### config.mk
export PLATFORM = sky130hd
export DESIGN_NAME = series_arbiter
export DESIGN_NICKNAME = d
export VERILOG_FILES = /design/src/rtl/series_arbiter.sv
export SDC_FILE = /design/constraint.sdc
export NUM_CORES = 1
export LEC_CHECK = 0
export CAP_MARGIN = 20
export CORE_MARGIN = 1
export CORE_UTILIZATION = 47
export DETAILED_ROUTE_END_ITERATION = 7
export PLACE_DENSITY = 0.85
export SYNTH_ARGS = -nofsm -noshare
export SYNTH_HDL_FRONTEND = slang
export SYNTH_SLANG_ARGS = --single-unit
### constraint.sdc
create_clock -name clk -period 4.37 [get_ports clk]
set_input_delay 0.874 -clock clk [delete_from_list [all_inputs] [get_ports clk]]
set_output_delay 0.874 -clock clk [all_outputs]
set_load 0.02 [all_outputs]
### src/rtl/series_arbiter.sv
// Round-robin front end that shares one start/ready series-evaluation engine
// between NREQ requesters, with a watchdog that aborts a hung engine job.
module series_arbiter #(
    parameter int NREQ    = 4,
    parameter int W       = 8,
    parameter int TIMEOUT = 64
) (
    input  logic              clk,
    input  logic              rst,
    input  logic [NREQ-1:0]   req,
    input  logic [NREQ*W-1:0] x_in,
    output logic [NREQ-1:0]   gnt,
    output logic [NREQ-1:0]   done,
    output logic [W-1:0]      result,
    output logic              err,
    output logic              busy,
    output logic              eng_start,
    output logic [W-1:0]      eng_x,
    input  logic              eng_ready,
    input  logic [W-1:0]      eng_result
);

    localparam int IW  = $clog2(NREQ);
    localparam int WDW = $clog2(TIMEOUT) + 1;
    localparam logic [WDW-1:0] WD_LAST  = WDW'(TIMEOUT - 1);
    localparam logic [IW-1:0]  IDX_LAST = IW'(NREQ - 1);

    typedef enum logic [2:0] {
        IDLE,
        START,
        WAIT_BUSY,
        WAIT_DONE,
        RESP
    } state_t;

    state_t          state_q, state_d;
    logic [IW-1:0]   ptr_q, ptr_d;
    logic [IW-1:0]   idx_q, idx_d;
    logic [NREQ-1:0] gnt_q, gnt_d;
    logic [NREQ-1:0] done_q, done_d;
    logic [W-1:0]    result_q, result_d;
    logic            err_q, err_d;
    logic            eng_start_q, eng_start_d;
    logic [W-1:0]    eng_x_q, eng_x_d;
    logic [WDW-1:0]  wd_q, wd_d;

    logic            found;
    logic [IW-1:0]   win_idx;
    logic [IW-1:0]   cand;
    logic [WDW-1:0]  wd_inc;
    logic            wd_expired;

    // Rotating-priority search starting at ptr_q; first hit wins.
    // NOTE: every variable written in an always_comb gets a default before any
    // branch, otherwise the paths that skip it infer a latch.
    always_comb begin
        found   = 1'b0;
        win_idx = '0;
        cand    = '0;
        for (int k = 0; k < NREQ; k++) begin
            cand = IW'((int'(ptr_q) + k) % NREQ);
            if (!found && req[cand]) begin
                found   = 1'b1;
                win_idx = cand;
            end
        end
    end

    assign wd_inc     = (wd_q == '1) ? wd_q : wd_q + 1'b1;
    assign wd_expired = (wd_q >= WD_LAST);

    always_comb begin
        state_d     = state_q;
        ptr_d       = ptr_q;
        idx_d       = idx_q;
        gnt_d       = '0;
        done_d      = '0;
        result_d    = result_q;
        err_d       = err_q;
        eng_start_d = 1'b0;
        eng_x_d     = eng_x_q;
        wd_d        = wd_q;

        unique case (state_q)
            IDLE: begin
                if (eng_ready && found) begin
                    idx_d   = win_idx;
                    eng_x_d = x_in[int'(win_idx)*W +: W];
                    gnt_d   = NREQ'(1) << win_idx;
                    state_d = START;
                end
            end
            START: begin
                eng_start_d = 1'b1;
                wd_d        = '0;
                state_d     = WAIT_BUSY;
            end
            WAIT_BUSY: begin
                wd_d = wd_inc;
                if (!eng_ready) begin
                    state_d = WAIT_DONE;
                end else if (wd_expired) begin
                    result_d = '0;
                    err_d    = 1'b1;
                    done_d   = NREQ'(1) << idx_q;
                    state_d  = RESP;
                end
            end
            WAIT_DONE: begin
                wd_d = wd_inc;
                // A completion seen on the expiry cycle still counts as success.
                if (eng_ready) begin
                    result_d = eng_result;
                    err_d    = 1'b0;
                    done_d   = NREQ'(1) << idx_q;
                    state_d  = RESP;
                end else if (wd_expired) begin
                    result_d = '0;
                    err_d    = 1'b1;
                    done_d   = NREQ'(1) << idx_q;
                    state_d  = RESP;
                end
            end
            RESP: begin
                ptr_d   = (idx_q == IDX_LAST) ? '0 : idx_q + 1'b1;
                state_d = IDLE;
            end
            default: state_d = IDLE;
        endcase
    end

    // NOTE: state registers use non-blocking assignments so every flop samples
    // the pre-edge value of its neighbours, independent of statement order.
    always_ff @(posedge clk or negedge rst) begin
        if (!rst) begin
            state_q     <= IDLE;
            ptr_q       <= '0;
            idx_q       <= '0;
            gnt_q       <= '0;
            done_q      <= '0;
            result_q    <= '0;
            err_q       <= 1'b0;
            eng_start_q <= 1'b0;
            eng_x_q     <= '0;
            wd_q        <= '0;
        end else begin
            state_q     <= state_d;
            ptr_q       <= ptr_d;
            idx_q       <= idx_d;
            gnt_q       <= gnt_d;
            done_q      <= done_d;
            result_q    <= result_d;
            err_q       <= err_d;
            eng_start_q <= eng_start_d;
            eng_x_q     <= eng_x_d;
            wd_q        <= wd_d;
        end
    end

    assign gnt       = gnt_q;
    assign done      = done_q;
    assign result    = result_q;
    assign err       = err_q;
    assign busy      = (state_q != IDLE);
    assign eng_start = eng_start_q;
    assign eng_x     = eng_x_q;

endmodule

* After elaboration in Yosys (flattened, before gate mapping) *
Index checks and enable logic that the tools add are counted.

word-level totals
  memories kept = 0
  memory bits (writable) = 0
  bits of input ports = 47
  output and inout bits = 27
  latch bits = 0
  flip-flop bits (word level) = 40
  ROM bits = 0
  logic and storage cells = 86

cells by class
  div/mod/pow operators = 0
  bitwise operators = 0
  $lt $le $gt $ge = 5
  eq/ne operators = 9
  $mul = 0
  multiplexer cells = 39
  reduce and logical (&&, ||, !) cells = 15
  $add $sub $neg = 5
  shifts and indexed selects = 3

operator list
  kind                                                                                  count
  32-bit by 6-bit variable part select with 8-bit output                                1
  8-bit two-way mux                                                                     3
  4-bit two-way mux                                                                     5
  8-bit case mux with 2 select lines                                                    1
  7-bit case mux with 2 select lines                                                    1
  2-bit by 3-bit < comparator with 1-bit output (second input constant)                 4
  1-bit two-way mux                                                                     12
  3-bit two-way mux                                                                     4
  3-bit case mux with 4 select lines                                                    1
  2-bit two-way mux                                                                     5
  1-bit binary-select mux with 2-bit select                                             4
  4-bit case mux with 2 select lines                                                    1
  1-bit by 2-bit left shift with 4-bit output (first input constant)                    2
  7-bit by 1-bit adder with 7-bit output (second input constant)                        1
  7-bit == test (second input constant)                                                 1
  7-bit by 6-bit greater-or-equal comparator with 1-bit output (second input constant)  1
  7-bit two-way mux                                                                     1
  3-bit by 2-bit == test with 1-bit output (second input constant)                      2
  2-bit != test (second input constant)                                                 3
  2-bit AND reduction                                                                   3
  2-bit by 1-bit adder with 2-bit output (second input constant)                        2
  2-bit adder (second input constant)                                                   2
  1-bit logical AND                                                                     4
  2-bit nonzero test                                                                    2
  other kinds (8)                                                                       10

* Logic depth before layout (Yosys ltp) *
  depth in word-level cells = 15
  depth in mapped cells = 7
  gate-level depth less buffers = 6

* Least setup slack after synthesis *
OpenSTA, ideal clock, no wires.

  path type = input to register
  start = input port req[0]
  end = register eng_x_q[0] (netlist: eng_x[0])
  stages on the path = 6
  arrival time = 1.999 ns
  path buffers = 1
  library setup time = 0.133 ns
  slack = 2.238 ns
  data required time = 4.237 ns
  cell sequence = or4_4 -> nand4b_2 -> nor3b_1 -> buf_6 -> a32oi_1 -> o211ai_1

on the way
  cells in the longest elaborated chain, start to end = 14
  elaborated cells on any way between the ends = 25
  those cells by class = shift (1); mux (16); reduce/logical (8)

RTL lines
  element                                                                                             line  source
  start: declaration                                                                                  10    input logic [NREQ-1:0] req,
  parallel branches: the longest is 14 deep, another holds 1-bit binary-select mux with 2-bit select  n/a
  end signal: assignment                                                                              155   eng_x_q <= eng_x_d;
  end: declaration                                                                                    44    logic [W-1:0] eng_x_q, eng_x_d;

Parallel ways; which one is timed is not known. The select of a mux whose other input is x is not followed.
A chain may end at the register's enable or synchronous reset.

* Worst setup path in the final report *
  start = input port req[3]
  end = register eng_x_q[3] (netlist: eng_x[3])

Same word-level chain as after synthesis.

==> results by group <==
CTS
  • CTS tree: built
  • Worst-skew pair later-pin latency: 290 ps
  • CTS buffer count: 5
  • Cts repair resizes: 0
  • CTS max path bufs: 2
  • Clk root buf: clkbuf_8
  • Worst-path clk slew: about 70 ps
  • H-tree levels: 2
  • Setup bufs post-CTS: 0
  • CTS sink cnt: 40
  • Hold Buf Count CTS: 0

Synthesis
  • Netlist Area Pre-Place: 1928 um2
  • Syn avg cell area: roughly 11 um2
  • Ys async rst share: 1.000
  • EDFF count, synth: 0
  • Seq/Total Area, Yosys: 0.5191
  • Yosys Warn Count: 0
  • Synth Instances: 176
  • Synth Register Bits: 40
  • Syn_nets: about 230
  • Predominant post-synthesis flop cell: dfrtp_1
  • Distinct cells, synth: 43

Power
  • Sw frac: 0.3716
  • Sequential power share: 0.374
  • Worst IR Drop VDD: 322.6 uV
  • P_leak: 1.211 nW
  • Combinational power share: 0.444
  • P_sw: 600.7 uW
  • Share of total power in the clock network: 0.182
  • P per Cell Area: 577.8 nW/um2
  • Internal Pwr Total: between 1 and 1.5 mW

Routing
  • Uppermost routed layer: met4
  • Wl on met1: between 1500 and 2000 um
  • Met2 routed WL: 2153 um
  • Metal3 WL: 367 um
  • Avg WL per Cell: 15.02 um
  • Number of vias per cell: 5.610
  • DRC errors left: 0
  • Final ANT Viol Nets: 0
  • Pre-antenna DRT Iters: 4
  • WL final: around 4500 um
  • DR vias: 1683
  • Starting DRT DRC Count: 101

Setup path
  • Critical Path RT: 4570 ps
  • Critical path class: input port to register
  • CP endpoint kind: register
  • CP max-delay cell: nor3b_1
  • CP Max Fanout: 13
  • WP data arrival: 2990 ps
  • CP Cell Sequence: clkdlybuf4s50_1, or4_4, nand4b_2, nor3b_1, buf_4, a32oi_1, o211ai_1
  • Crit start category: input port
  • Crit path buf inv count: 2
  • Max incr delay on CP: 590 ps
  • Crit path max-delay family: simple AND/OR/NAND/NOR gates

STA
  • Final min period: approximately 2800 ps
  • Clock skew: 4.755 ps
  • Worst Setup Slack, final: 1585 ps
  • Max-slew headroom: 0.4255
  • Setup_tns: 0 ps
  • Slew Limit Fails: 0
  • RSZ-0062 raised after global routing: no
  • Fmax: about 360 MHz
  • Slew of the pin with the lowest slew margin: approximately 860 ps
  • Final period util: 0.6373
  • Final setup vio count: 0
  • Final Hold Violating Endpoints: 0

Global routing
  • GRT overflow: 0
  • First-pass GRT wire length: roughly 7600 um
  • Vias in the first global route: 1739
  • Initial antenna violation count: 0
  • Largest net degree at the start of global routing: 41
  • Total Routing Usage GR: 0.2325

Cells and area
  • Antenna diodes: 0
  • P&R area growth vs syn: 45.10%
  • Most common cell after layout, fill and taps aside: clkdlybuf4s50_1
  • Fillers: 283
  • Most frequent cells in the layout: 72 x clkdlybuf4s50_1, 40 x dfrtp_1, 12 x nor2_1, 12 x nand3_1, 10 x a21oi_1
  • Layout Cells excl Fill: 300
  • Layout cells sized above 1: 0.06746
  • Area of the multi-input gates: 869.6 um2
  • Flip-flop and latch area: approximately 1000 um2
  • Final net count: around 300

Worst hold path
  • Hold Path Class: register to register

Floorplanning
  • Die Y: 66.05 um
  • Die width: roughly 66 um
  • Initial Util: 0.5076
  • Core Region: 3799 um2
  • Num ports: 74
  • Die Area: 4363 um2
  • Floorplan row count: 22

Placement
  • DP Cell Count: 292
  • Port bufs: 73
  • HPWL Detailed: between 3000 and 4000 um
  • Routability cong.: just under 0.8
  • Pre-CTS setup slack: 1257 ps

Run status
  • Status: completed

Job
  • Max-cap viol count: 0
## power groups by stage
stage	Clock (mW)	Combinational [mW]	Sequential, mW
final	0.294	0.718	0.605
after global routing	0.318	0.782	0.622
after CTS	0.296	0.721	0.603
after detailed placement	0	0.719	0.607
after global placement	0	0.700	0.606
after floorplan	0	0.336	0.684
## path summary, 6_finish.rpt
path	startpoint	end	slack (ps)	depth (start not counted)
max reg2reg	state_q[1]$_DFFE_PN0P_	eng_x[3]$_DFFE_PN0P_	2130	6
min reg2reg	result[0]$_DFFE_PN0P_	result[0]$_DFFE_PN0P_	510	1
min	result[0]$_DFFE_PN0P_	result[0]$_DFFE_PN0P_	510	1
max	req[3]	eng_x[3]$_DFFE_PN0P_	1580	7
max in group asynchronous	rst	gnt[2]$_DFF_PN0_	3140	1
min in group asynchronous	rst	wd_q[1]$_DFFE_PN0P_	690	1
## through the flow
stage,instance area [um2],total power [mW],hold WS [ps],utilization
after floorplan,1928,1.020,489.8,-
after global placement,2690,1.305,486.7,0.7082
after detailed placement,2690,1.326,494.9,0.7082
after CTS,2798,1.621,512.6,0.7365
after global routing,2798,1.722,532.8,0.7365
final,2798,1.616,508.8,0.7365
## state kept, by name, summed over array words and instances, names as in the netlist
name and count:
eng_x 8, result 8, wd_q 7, done 4, gnt 4, state_q 3, idx_q 2, ptr_q 2
eng_start 1, err 1
## metal layers
layer / GRT usage / vias up
li1: - / 808
met3: 0.09655 / 11
met2: 0.3699 / 72
met4: 0.08511 / 0
met1: 0.2806 / 792
met5: 0 / -
## worst register-to-register path: cells and delay by family, from the launching register on
| kind | cells | cell delay (ps) |
|---|---|---|
| AOI/OAI and AO/OA | 2 | 230 |
| buffers and inverters | 1 | 250 |
| DFF | 1 | 460 |
| and+or+nand+nor | 3 | 1230 |
## logic make-up (layout without fill, tap and decap cells)
logic type	Yosys count	in the layout	share of synthesized area
buffers and inverters	12	88	0.02985
adders and majority gates	6	6	0.03764
xor gates and xnor gates	2	2	0.009087
muxes	11	11	0.05840
DFF	40	40	0.5191
and+or+nand+nor	56	56	0.1590
AOI/OAI and AO/OA	49	49	0.1869
## cells in the mapped netlist (all sizes together) (2+ instances only)
cell type,count,area (um2)
a21o,2,15.01
a21oi,10,50.05
a22o,8,70.07
a32oi,9,78.83
and2,2,12.51
and3,5,31.28
buf,5,31.28
clkbuf,2,7.510
dfrtp,40,1001
ha,5,62.56
inv,5,18.77
mux2,2,22.52
mux2i,9,90.09
nand2,10,40.04
nand2b,3,18.77
nand3,12,60.06
nand4,2,12.51
nor2,13,56.30
nor2b,2,12.51
o211ai,8,60.06
o21ai,3,15.01
o22ai,2,18.77
o31ai,2,15.01
## final cells by class
cell class                 instances  share of cell area
inverter                           5            0.006708
multi-input combinational        124              0.3108
sequential                        40              0.3578
clock buffer                       6             0.02594
tap                               48             0.02147
clock inverter                     2             0.01252
timing repair buffer              75              0.2648
Power figures use the tool's default switching activity.
